## config.mk

```make
export PLATFORM = sky130hd
export DESIGN_NAME = target_box_extract
export DESIGN_NICKNAME = d
export VERILOG_FILES = /design/src/rtl/target_box_extract.sv
export SDC_FILE = /design/constraint.sdc
export NUM_CORES = 1
export LEC_CHECK = 0
export ABC_AREA = 1
export CORE_ASPECT_RATIO = 1.5
export CORE_MARGIN = 2
export CORE_UTILIZATION = 50
export DETAILED_ROUTE_END_ITERATION = 16
export PLACE_DENSITY = 0.67
export SLEW_MARGIN = 20
export SYNTH_ARGS = -nofsm -noshare
export SYNTH_HDL_FRONTEND = slang
export SYNTH_SLANG_ARGS = --single-unit
```

## constraint.sdc

```tcl
create_clock -name sys_clk -period 20.3 [get_ports sys_clk]
set_input_delay 5.075 -clock sys_clk [delete_from_list [all_inputs] [get_ports sys_clk]]
set_output_delay 5.075 -clock sys_clk [all_outputs]
set_load 0.05 [all_outputs]
```

## src/rtl/target_box_extract.sv

```systemverilog
// Streaming bounding-box extractor: clusters a 1-bit foreground stream into
// up to MAX_TARGET boxes per frame and emits the box list after each frame.
module target_box_extract #(
    parameter int IMG_HDISP  = 640,
    parameter int IMG_VDISP  = 480,
    parameter int MAX_TARGET = 4,
    parameter int DIST_TH    = 16
) (
    input  logic        sys_clk,
    input  logic        sys_rst,
    input  logic        per_frame_vsync,
    input  logic        per_frame_href,
    input  logic        per_frame_clken,
    input  logic        per_img_bit,
    output logic        box_valid,
    output logic [2:0]  box_idx,
    output logic [10:0] box_xmin,
    output logic [10:0] box_xmax,
    output logic [10:0] box_ymin,
    output logic [10:0] box_ymax,
    output logic        box_done,
    output logic [3:0]  box_cnt,
    output logic        box_overflow
);
    localparam int IW = (MAX_TARGET > 1) ? $clog2(MAX_TARGET) : 1;

    typedef enum logic [1:0] {IDLE, EMIT, DONE} state_t;

    logic [10:0] x, y;
    logic        vs_d, hs_d;
    logic        vs_fall, vs_rise, hs_fall, pix_en;

    logic [MAX_TARGET-1:0] sv;
    logic [10:0] sx0 [MAX_TARGET];
    logic [10:0] sx1 [MAX_TARGET];
    logic [10:0] sy0 [MAX_TARGET];
    logic [10:0] sy1 [MAX_TARGET];
    logic        ovf;

    logic [MAX_TARGET-1:0] nv;
    logic [10:0] nx0 [MAX_TARGET];
    logic [10:0] nx1 [MAX_TARGET];
    logic [10:0] ny0 [MAX_TARGET];
    logic [10:0] ny1 [MAX_TARGET];
    logic        novf;

    logic [MAX_TARGET-1:0] hit;
    logic [IW-1:0] hit_idx, free_idx, nidx;
    logic          any_hit, any_free;
    logic [3:0]    vcnt;

    state_t        state;
    logic [IW-1:0] idx;

    assign vs_fall = vs_d & ~per_frame_vsync;
    assign vs_rise = ~vs_d & per_frame_vsync;
    assign hs_fall = hs_d & ~per_frame_href;
    assign pix_en  = per_frame_href & per_frame_clken & per_frame_vsync
                   & ({1'b0, x} < 12'(IMG_HDISP))
                   & ({1'b0, y} < 12'(IMG_VDISP));
    assign nidx    = idx + 1'b1;

    // x >= sat0(xmin-DIST_TH) is evaluated as x+DIST_TH >= xmin to avoid wrap
    always_comb begin
        hit      = '0;
        any_hit  = 1'b0;
        hit_idx  = '0;
        any_free = 1'b0;
        free_idx = '0;
        vcnt     = '0;
        for (int s = MAX_TARGET - 1; s >= 0; s--) begin
            hit[s] = sv[s]
                   && ({1'b0, x} + 12'(DIST_TH) >= {1'b0, sx0[s]})
                   && ({1'b0, x} <= {1'b0, sx1[s]} + 12'(DIST_TH))
                   && ({1'b0, y} <= {1'b0, sy1[s]} + 12'(DIST_TH));
            if (hit[s]) begin
                any_hit = 1'b1;
                hit_idx = IW'(s);
            end
            if (!sv[s]) begin
                any_free = 1'b1;
                free_idx = IW'(s);
            end
        end
        for (int s = 0; s < MAX_TARGET; s++) begin
            vcnt = vcnt + 4'(nv[s]);
        end
    end

    always_ff @(posedge sys_clk) begin
        if (sys_rst) begin
            x    <= '0;
            y    <= '0;
            vs_d <= 1'b0;
            hs_d <= 1'b0;
            sv   <= '0;
            nv   <= '0;
            ovf  <= 1'b0;
            novf <= 1'b0;
            for (int s = 0; s < MAX_TARGET; s++) begin
                sx0[s] <= '0; sx1[s] <= '0; sy0[s] <= '0; sy1[s] <= '0;
                nx0[s] <= '0; nx1[s] <= '0; ny0[s] <= '0; ny1[s] <= '0;
            end
        end else begin
            vs_d <= per_frame_vsync;
            hs_d <= per_frame_href;
            if (vs_rise) begin
                x <= '0;
                y <= '0;
            end else if (hs_fall) begin
                x <= '0;
                if (y != '1) y <= y + 1'b1;
            end else if (per_frame_href && per_frame_clken && x != '1) begin
                x <= x + 1'b1;
            end
            // frame end: freeze results and start the next frame from empty
            if (vs_fall) begin
                nv   <= sv;
                novf <= ovf;
                sv   <= '0;
                ovf  <= 1'b0;
                for (int s = 0; s < MAX_TARGET; s++) begin
                    nx0[s] <= sx0[s]; nx1[s] <= sx1[s];
                    ny0[s] <= sy0[s]; ny1[s] <= sy1[s];
                    sx0[s] <= '0; sx1[s] <= '0; sy0[s] <= '0; sy1[s] <= '0;
                end
            end else if (pix_en && per_img_bit) begin
                if (any_hit) begin
                    if (x < sx0[hit_idx]) sx0[hit_idx] <= x;
                    if (x > sx1[hit_idx]) sx1[hit_idx] <= x;
                    sy1[hit_idx] <= y;
                end else if (any_free) begin
                    sv[free_idx]  <= 1'b1;
                    sx0[free_idx] <= x;
                    sx1[free_idx] <= x;
                    sy0[free_idx] <= y;
                    sy1[free_idx] <= y;
                end else begin
                    ovf <= 1'b1;
                end
            end
        end
    end

    // record 0 is taken from the live slots as they are being snapshotted
    always_ff @(posedge sys_clk) begin
        if (sys_rst) begin
            state        <= IDLE;
            idx          <= '0;
            box_valid    <= 1'b0;
            box_idx      <= '0;
            box_xmin     <= '0;
            box_xmax     <= '0;
            box_ymin     <= '0;
            box_ymax     <= '0;
            box_done     <= 1'b0;
            box_cnt      <= '0;
            box_overflow <= 1'b0;
        end else begin
            box_valid    <= 1'b0;
            box_idx      <= '0;
            box_xmin     <= '0;
            box_xmax     <= '0;
            box_ymin     <= '0;
            box_ymax     <= '0;
            box_done     <= 1'b0;
            box_cnt      <= '0;
            box_overflow <= 1'b0;
            if (vs_fall) begin
                state     <= EMIT;
                idx       <= '0;
                box_valid <= sv[0];
                if (sv[0]) begin
                    box_xmin <= sx0[0];
                    box_xmax <= sx1[0];
                    box_ymin <= sy0[0];
                    box_ymax <= sy1[0];
                end
            end else begin
                unique case (state)
                    EMIT: begin
                        if (idx == IW'(MAX_TARGET - 1)) begin
                            state        <= DONE;
                            box_done     <= 1'b1;
                            box_cnt      <= vcnt;
                            box_overflow <= novf;
                        end else begin
                            idx       <= nidx;
                            box_idx   <= 3'(nidx);
                            box_valid <= nv[nidx];
                            if (nv[nidx]) begin
                                box_xmin <= nx0[nidx];
                                box_xmax <= nx1[nidx];
                                box_ymin <= ny0[nidx];
                                box_ymax <= ny1[nidx];
                            end
                        end
                    end
                    DONE:    state <= IDLE;
                    IDLE:    state <= IDLE;
                    default: state <= IDLE;
                endcase
            end
        end
    end
endmodule

```

==> results of run 1 <==
==> synth_stat cells, drive strengths merged <==
master | count | area share
dfxtp | 90 | 0.080
nor4 | 3 | 0.00084
nand4 | 13 | 0.0036
a32o | 16 | 0.0071
nor2 | 486 | 0.083
ha | 167 | 0.093
a21o | 2 | 0.00067
clkbuf | 77 | 0.013
o22ai | 49 | 0.014
a211oi | 3 | 0.0010
and2 | 1 | 0.00028
inv | 304 | 0.051
nand3 | 96 | 0.021
o21ai | 140 | 0.032
fa | 1 | 0.00089
edfxtp | 352 | 0.47
clkinv | 11 | 0.0018
a31oi | 4 | 0.0011
xnor2 | 8 | 0.0031
buf | 19 | 0.0048
xor2 | 38 | 0.015
and3 | 3 | 0.00084
nor3 | 24 | 0.0053
o21a | 1 | 0.00033
nand2 | 314 | 0.054
o221ai | 1 | 0.00039
a21oi | 139 | 0.031
conb | 1 | 0.00017
a22oi | 19 | 0.0064
nand3b | 8 | 0.0027
nand2b | 1 | 0.00028
==> cell type report <==
cell class | instances | share of cell area
Clock buffer | 54 | 0.0463
Multi-Input combinational cell | 1563 | 0.344
Tap cell | 582 | 0.0291
Clock inverter | 21 | 0.00986
Sequential cell | 442 | 0.495
Inverter | 315 | 0.0480
Timing Repair Buffer | 72 | 0.0273
==> critical path, cell delays in order <==
cell             delay (ns)
clkdlybuf4s50_1        0.50
nand2_1                0.09
inv_1                  0.09
nand2_1                0.05
nor4_1                 0.64
nand2_1                0.20
inv_1                  0.19
nand3_1                0.10
o21ai_0                0.59
nand2_1                0.39
nand2_1                0.46
==> metal layers <==
layer	part of all wire	global-route usage	vias to the layer above	routed length [um]
met2	0.51	0.468	589	31300
met1	0.39	0.320	8143	23900
met4	0.045	0.119	0	2750
li1	-	-	8084	-
met3	0.057	0.0328	174	3530
met5	0	0	-	0
==> sequential cells by signal, indices dropped and copies added, names as in the netlist, 44 cells and up <==
signal and flops:
nx0 44, nx1 44, ny0 44, ny1 44
sx0 44, sx1 44, sy0 44, sy1 44
==> worst paths after layout <==
check | depth (start not counted) | end | start
worst max-delay path | 11 | sx1[2][5]$_SDFFCE_PN0P_ | per_frame_href
worst min-delay path | 2 | box_overflow$_SDFF_PP0_ | novf$_SDFFE_PP0P_
worst max register to register | 30 | sx1[2][5]$_SDFFCE_PN0P_ | x[4]$_SDFFE_PP0P_
worst min register to register | 2 | box_overflow$_SDFF_PP0_ | novf$_SDFFE_PP0P_
==> stage by stage <==
stage	worst slack, ns	util	cells
floorplan	9.40	-	2416
finish	12.12	0.561	3049
global route	11.79	0.561	3049
CTS	12.17	0.561	3049
global placement	11.69	0.529	2974
detailed placement	11.61	0.529	2974
==> where the power goes <==
part / leakage (nW) / internal, mW / switching (mW)
registers: 4.41 / 1.02 / 0.0197
clock network: 0.685 / 0.468 / 0.344
logic: 5.06 / 0.0411 / 0.100
==> logic make-up after synthesis <==
kind of cell / synth area share
and+or+nand+nor: 0.172
DFF: 0.551
buffers and inverters: 0.0707
AOI/OAI and AO/OA: 0.0940
adders and majority gates: 0.0939
xor gates and xnor gates: 0.0179
other: 0.000167
==> out/summary.txt, run 1 <==
Clock skew: 0.0251 ns
FMAX: 0.122 GHz
Setup Fix Bufs, Post-CTS: 0
Final hold viol count: 0
ANT nets after route: 0
PnR Total Power: 1.99 mW
Req. time, crit path: 20.50 ns
Fin crit share: 0.403
Mapped Area: 0.0225 mm2
Reg-to-reg slack, setup: 12.27 ns
Synth-to-layout area growth: 11.3%
Routed wire length: 61500 um
WL per Instance: 20.2 um
Post-route cell area: 0.0250 mm2
RSZ-0062 raised after global routing: no
Vias: 17000
Tmin final: 8.18 ns
Routability congestion estimate: 0.931
Crit Path Class: input port to flip-flop
P_leak: 10.2 nW
Register area share after synthesis: 0.551
Initial antenna violation count: 0
VDD IR max: 50.6 uV
Ports: 60
Clock Path Buffers: 3
Clock transition at path regs: 0.07 ns
Final setup violation count: 0
Fin Hold WS: 0.457 ns
Gr usage total: 0.265
Total gr overflow: 0
CP Max Fanout: 11
Status: finished clean
Post-CTS sizing: 0
Yosys Warn Count: 0
Register Area: 0.0124 mm2
CTS buffer count: 41
Pins Over Slew Limit: 0
Clk_lat worst skew: 0.57 ns
Layout cell share with drive strength beyond 1: 0.0462
Fin nets: 2609
CTS tree: built
Worst-margin pin slew: 1.03 ns
H-Tree Depth: 2
DRT Pass-1 Iters: 5
Slew headroom: 0.311
Clk sink count: 442
Yosys cell types: 43
PortBufs: 57
Commonest non-fill, non-tap cell in the layout: nor2_1
CP Launch Type: input port
Critical Path AT: 8.37 ns
Detailed Place HPWL: 42900 um
Number of max-cap violations: 0
N_diodes: 0
Die footprint: 0.0467 mm2
Starting Density: 0.504
Post-CTS Hold Buffers: 0
Pin count of the biggest net entering global routing: 106
Area of the multi-input gates: 0.00860 mm2
Die height: 264 um
Std-Cell Rows: 95
Syn Area/Cell: 9.39 um2
CP endpoint kind: flip-flop
1st-iter DRT viols: 1341
Most frequent cells in the layout: nor2_1, edfxtp_1, nand2_1
Root Buffer: clkbuf_16
Worst Hold Class: flip-flop to flip-flop
Die width: 177 um
Fill cells: 3965
Global-route wire length before repair: 94000 um
Vias in the first global route: 16900
Mapped Cells: 2391
P per Cell Area: 79.6 mW/mm2
DRC violations left: 0
Setup TNS: 0 ns
Synth Register Bits: 442
Via density: 5.57
Placed cell area: 0.0236 mm2
Core Box Area: 0.0446 mm2
Note: power is estimated with default switching activity, not from simulation.
==> inputs of run 2 (changes only) <==
--- a/config.mk
+++ b/config.mk
@@ -10,7 +10,7 @@
 export CORE_MARGIN = 2
 export CORE_UTILIZATION = 50
 export DETAILED_ROUTE_END_ITERATION = 16
-export PLACE_DENSITY = 0.67
+export PLACE_DENSITY = 0.69
 export SLEW_MARGIN = 20
 export SYNTH_ARGS = -nofsm -noshare
 export SYNTH_HDL_FRONTEND = slang
==> constraint.sdc (replaced) <==
create_clock -name sys_clk -period 6.8 [get_ports sys_clk]
set_input_delay 1.7 -clock sys_clk [delete_from_list [all_inputs] [get_ports sys_clk]]
set_output_delay 1.7 -clock sys_clk [all_outputs]
set_load 0.05 [all_outputs]
==> run 2 against run 1 <==
  * Setup slack lost 12 ns
  * Flip-flop and latch count is the same
  * Combinational power grew to 3.1 times the previous value
  * Non-clock buffer count grew 16
  * Global-route usage grew 0.40 points
  * Sequential power grew to 3.0 times the previous value
  * Final cell count grew 0.75%
  * Clock power grew to 3.1 times the previous value
  * Core utilization grew 0.60 points
  * Via count grew 1.3%
  * Critical path type is now flip-flop to flip-flop
==> out/summary.txt, run 2 (synthesis gave the netlist of run 1 again) <==
Status: finished clean
1st-iter DRT viols: 1634
P per Cell Area: 240 mW/mm2
Root Buffer: clkbuf_16
Layout cell share with drive strength beyond 1: 0.0566
Vias: 17200
Die width: 177 um
Worst-margin pin slew: 1.03 ns
Max stage delay on crit path: 0.46 ns
Critical Path AT: 6.54 ns
H-Tree Depth: 2
Tmin final: 6.31 ns
Number of max-cap violations: 0
Placed cell area: 0.0237 mm2
DRT Pass-1 Iters: 6
Routed wire length: 62100 um
Via density: 5.60
Gr usage total: 0.269
Global-route wire length before repair: 95400 um
Std-Cell Rows: 95
Hold Crit Depth: 2
CTS tree: built
Core Box Area: 0.0446 mm2
Routability congestion estimate: 0.928
Synth-to-layout area growth: 12.5%
RSZ-0062 raised after global routing: no
Post-route cell area: 0.0253 mm2
DRC violations left: 0
Initial antenna violation count: 0
Commonest non-fill, non-tap cell in the layout: nor2_1
Slew headroom: 0.311
Clock skew: 0.0198 ns
Post-CTS Hold Buffers: 0
Clk_lat worst skew: 0.58 ns
P_leak: 10.3 nW
Clk sink count: 442
Clock transition at path regs: 0.07 ns
Post-CTS sizing: 0
CP endpoint kind: flip-flop
ANT nets after route: 0
Final hold viol count: 0
CTS buffer count: 44
Setup Fix Bufs, Post-CTS: 0
Most used cell, CP: nand2_1
Fin crit share: 0.929
Setup TNS: 0 ns
R2R depth: 29
Worst Hold Class: flip-flop to flip-flop
Reg-to-reg startpoint: x[4]$_SDFFE_PP0P_
Worst path slowest cell: nand2_1
FMAX: 0.158 GHz
Total gr overflow: 0
Fill cells: 3922
Reg-to-reg slack, setup: 0.49 ns
VDD IR max: 194 uV
Req. time, crit path: 7.02 ns
Ports: 60
Die height: 264 um
R2R Path End: sx0[3][8]$_SDFFCE_PN0P_
Pin count of the biggest net entering global routing: 145
Die footprint: 0.0467 mm2
Worst hold start: novf$_SDFFE_PP0P_
WHS Endpoint: box_overflow$_SDFF_PP0_
PortBufs: 57
WL per Instance: 20.2 um
Starting Density: 0.504
CP Launch Type: flip-flop
Most frequent cells in the layout: nor2_1, edfxtp_1, nand2_1
N_diodes: 0
Detailed Place HPWL: 43200 um
Clock Path Buffers: 3
Pins Over Slew Limit: 0
CP Max Fanout: 47
Vias in the first global route: 17000
Crit Path Class: flip-flop to flip-flop
Final setup violation count: 0
Fin nets: 2628
## run 2: changes by cell type in the layout (fill, tap and decap cells not counted), sizes merged
| cell | delta |
|---|---|
| buf | +16 |
| clkbuf | +6 |
| clkinv | +1 |
| clkinvlp | +1 |
| inv | -1 |
## run 2: power breakdown
| part | total, mW | internal [mW] | switching, mW | leakage (nW) |
|---|---|---|---|---|
| registers | 3.08 | 3.03 | 0.0517 | 4.41 |
| clock network | 2.55 | 1.49 | 1.06 | 0.736 |
| logic | 0.439 | 0.124 | 0.314 | 5.14 |
| total | 6.07 | 4.64 | 1.42 | 10.3 |
## run 2: metal layers
layer  share of wire  GRT usage  vias to the layer above
met1            0.39      0.323                     8258
li1                -          -                     8125
met2            0.51      0.474                      639
met5               0          0                        -
met3           0.057     0.0342                      193
met4           0.051      0.130                        0
## run 2: how the worst max path moves through the flow
stage	startpoint	end	slack, ns	depth (start not counted)
6_report	x[4]$_SDFFE_PP0P_	sx0[3][8]$_SDFFCE_PN0P_	0.49	29
5_1_grt	x[4]$_SDFFE_PP0P_	sx1[2][3]$_SDFFCE_PN0P_	0.04	34
4_1_cts	x[4]$_SDFFE_PP0P_	sx1[3][4]$_SDFFCE_PN0P_	0.18	32
3_5_place_dp	x[4]$_SDFFE_PP0P_	sx1[3][6]$_SDFFCE_PN0P_	0.24	32
3_3_place_gp	x[4]$_SDFFE_PP0P_	sx1[3][6]$_SDFFCE_PN0P_	0.48	32
2_1_floorplan	x[4]$_SDFFE_PP0P_	sx1[2][0]$_SDFFCE_PN0P_	1.71	32
## run 2: area by class of cell
type                    instances  area, um2  share of cell area
multi-input cells            1563       8620               0.341
clock buffers                  60       1240              0.0492
well taps                     582        728              0.0288
clock inverters                22        285              0.0113
inverters                     315       1200              0.0477
repair buffers                 88        803              0.0318
flip-flops and latches        442      12400               0.490
## run 2: critical path, delay by kind of cell (launching register included)
| kind | cells | cell delay (ns) |
|---|---|---|
| flops | 1 | 0.36 |
| compound gates | 9 | 1.78 |
| simple gates | 14 | 2.09 |
| fa+ha+maj | 3 | 0.90 |
| buf+inv | 3 | 0.81 |
## run 2: per-stage QoR
stage                     hold WS (ns)  total power [mW]  utilization  cells  setup WS (ns)
after global placement           0.449              3.56        0.532   2990          0.484
after detailed placement         0.450              3.57        0.532   2990          0.238
after global routing             0.493              6.26        0.567   3072         0.0402
after CTS                        0.459              6.10        0.566   3072          0.177
final                            0.459              6.07        0.567   3072          0.486
after floorplan                  0.416              3.42            -   2416           1.71
==> inputs of run 3 (changes only) <==
--- a/config.mk
+++ b/config.mk
@@ -7,7 +7,7 @@
 export LEC_CHECK = 0
 export ABC_AREA = 1
 export CORE_ASPECT_RATIO = 1.5
-export CORE_MARGIN = 2
+export CORE_MARGIN = 1.5
 export CORE_UTILIZATION = 50
 export DETAILED_ROUTE_END_ITERATION = 16
 export PLACE_DENSITY = 0.69
==> run 3 against run 2 <==
  * Via count decreased by 0.37%
  * Cell area decreased by 0.60%
  * Hold slack improved by 0.025 ns
  * Count of clock-buffer cells in the layout unchanged
  * Register-to-register slack got worse by 0.05 ns
  * Final cell count decreased by 0.36%
  * Global-route usage increased by 0.087 points
  * Setup slack got worse by 0.051 ns
  * Maximum frequency decreased by 0.81%
  * Largest power group unchanged
  * Highest routed layer unchanged
==> out/summary.txt, run 3 (synthesis gave the netlist of run 1 again) <==
Gr usage total: 0.270
Die width: 176 um
Core Box Area: 0.0441 mm2
R2R Path End: sx0[0][10]$_SDFFCE_PN0P_
1st-iter DRT viols: 1314
Worst hold start: novf$_SDFFE_PP0P_
Hold Crit Depth: 2
Fin nets: 2626
Std-Cell Rows: 94
Vias in the first global route: 16900
Commonest non-fill, non-tap cell in the layout: nor2_1
Final hold viol count: 0
WL per Instance: 20.3 um
Worst-margin pin slew: 1.10 ns
Worst path slowest cell: dfxtp_1
Vias: 17200
Setup Fix Bufs, Post-CTS: 0
FMAX: 0.157 GHz
Reg-to-reg slack, setup: 0.43 ns
CTS tree: built
Clk_lat worst skew: 0.59 ns
Post-CTS sizing: 0
Req. time, crit path: 7.01 ns
Worst Hold Class: flip-flop to flip-flop
Reg-to-reg startpoint: x[7]$_SDFFE_PP0P_
P per Cell Area: 235 mW/mm2
Starting Density: 0.509
Ports: 60
Clock skew: 0.0258 ns
Global routing usage on met3: 0.0402
N_diodes: 0
Pins Over Slew Limit: 0
CP Max Fanout: 26
Number of max-cap violations: 0
Initial antenna violation count: 0
Status: finished clean
Setup TNS: 0 ns
PortBufs: 57
M1 GR Usage: 0.323
Met2 Use GR: 0.463
Clk sink count: 442
Gr busiest metal: met2
VDD IR max: 183 uV
P_leak: 10.2 nW
Most used cell, CP: nand2_1
CP endpoint kind: flip-flop
Final setup violation count: 0
Total gr overflow: 0
H-Tree Depth: 2
Detailed Place HPWL: 42900 um
Die height: 263 um
CP Launch Type: flip-flop
Layout cell share with drive strength beyond 1: 0.0495
Global-route wire length before repair: 95000 um
Routability congestion estimate: 0.979
WHS Endpoint: box_overflow$_SDFF_PP0_
Max stage delay on crit path: 0.56 ns
Pin count of the biggest net entering global routing: 118
Clock Path Buffers: 3
DRT Pass-1 Iters: 5
Routed wire length: 62100 um
Fin crit share: 0.936
RSZ-0062 raised after global routing: no
Final worst slack: 0.434 ns
CTS buffer count: 42
Crit Path Class: flip-flop to flip-flop
Root Buffer: clkbuf_16
Slew headroom: 0.265
Fin Hold WS: 0.484 ns
Tmin final: 6.37 ns
Die footprint: 0.0462 mm2
Pre-CTS WS: 0.604 ns
Clock transition at path regs: 0.06 ns
Synth-to-layout area growth: 11.8%
Via density: 5.60
Most frequent cells in the layout: nor2_1, edfxtp_1, nand2_1
DRC violations left: 0
R2R depth: 28
Post-CTS Hold Buffers: 0
Critical Path AT: 6.58 ns
ANT nets after route: 0
run 3: cell types whose count changed in the layout (fill, tap and decap cells not counted), sizes merged:
cell,previous run,this run
clkinvlp,3,0
bufinv,5,3
run 3: final cells by class:
cell class / count / area (um2)
Clock buffer: 60 / 1160
Clock inverter: 17 / 230
Fill cell: 3806 / 19000
Inverter: 315 / 1200
Multi-Input combinational cell: 1563 / 8600
Sequential cell: 442 / 12400
Tap cell: 576 / 721
Timing Repair Buffer: 88 / 828
run 3: stage by stage:
| stage | std cells | power [mW] | utilization | area (um2) |
|---|---|---|---|---|
| finish | 3061 | 5.90 | 0.569 | 25100 |
| global route | 3061 | 6.08 | 0.569 | 25100 |
| CTS | 3061 | 5.93 | 0.569 | 25100 |
| global placement | 2984 | 3.55 | 0.538 | 23700 |
| detailed placement | 2984 | 3.57 | 0.538 | 23700 |
| floorplan | 2416 | 3.42 | - | 22600 |
run 3: worst max-delay path by stage:
stage | start | endpoint | slack, ns | depth (start not counted)
after global routing | sy1[3][4]$_SDFFCE_PN0P_ | sx1[3][6]$_SDFFCE_PN0P_ | 0.05 | 31
after global placement | sx1[1][4]$_SDFFCE_PN0P_ | sx0[0][5]$_SDFFCE_PN0P_ | 0.86 | 31
final | x[7]$_SDFFE_PP0P_ | sx0[0][10]$_SDFFCE_PN0P_ | 0.43 | 28
after detailed placement | x[7]$_SDFFE_PP0P_ | sx0[0][10]$_SDFFCE_PN0P_ | 0.60 | 28
after CTS | x[7]$_SDFFE_PP0P_ | sx0[0][7]$_SDFFCE_PN0P_ | 0.57 | 28
after floorplan | x[4]$_SDFFE_PP0P_ | sx1[2][0]$_SDFFCE_PN0P_ | 1.71 | 32
run 3: where the power goes:
part	switching [mW]	internal (mW)
clock network	1.06	1.32
logic	0.312	0.124
registers	0.0525	3.03
run 3: critical path, delay by kind of cell, from the launching register on:
family	cells	cell delay [ns]
buffers and inverters	3	0.73
AND/OR/NAND/NOR	15	2.39
AO/OA/AOI/OAI	8	1.67
flip-flops	1	0.56
adder cells (fa/ha/maj)	2	0.64
run 3: routing by layer:
layer | routed length [um] | up-vias
met5 | 0 | -
met4 | 3510 | 0
met3 | 3860 | 201
met2 | 30700 | 672
met1 | 24100 | 8176
li1 | - | 8102
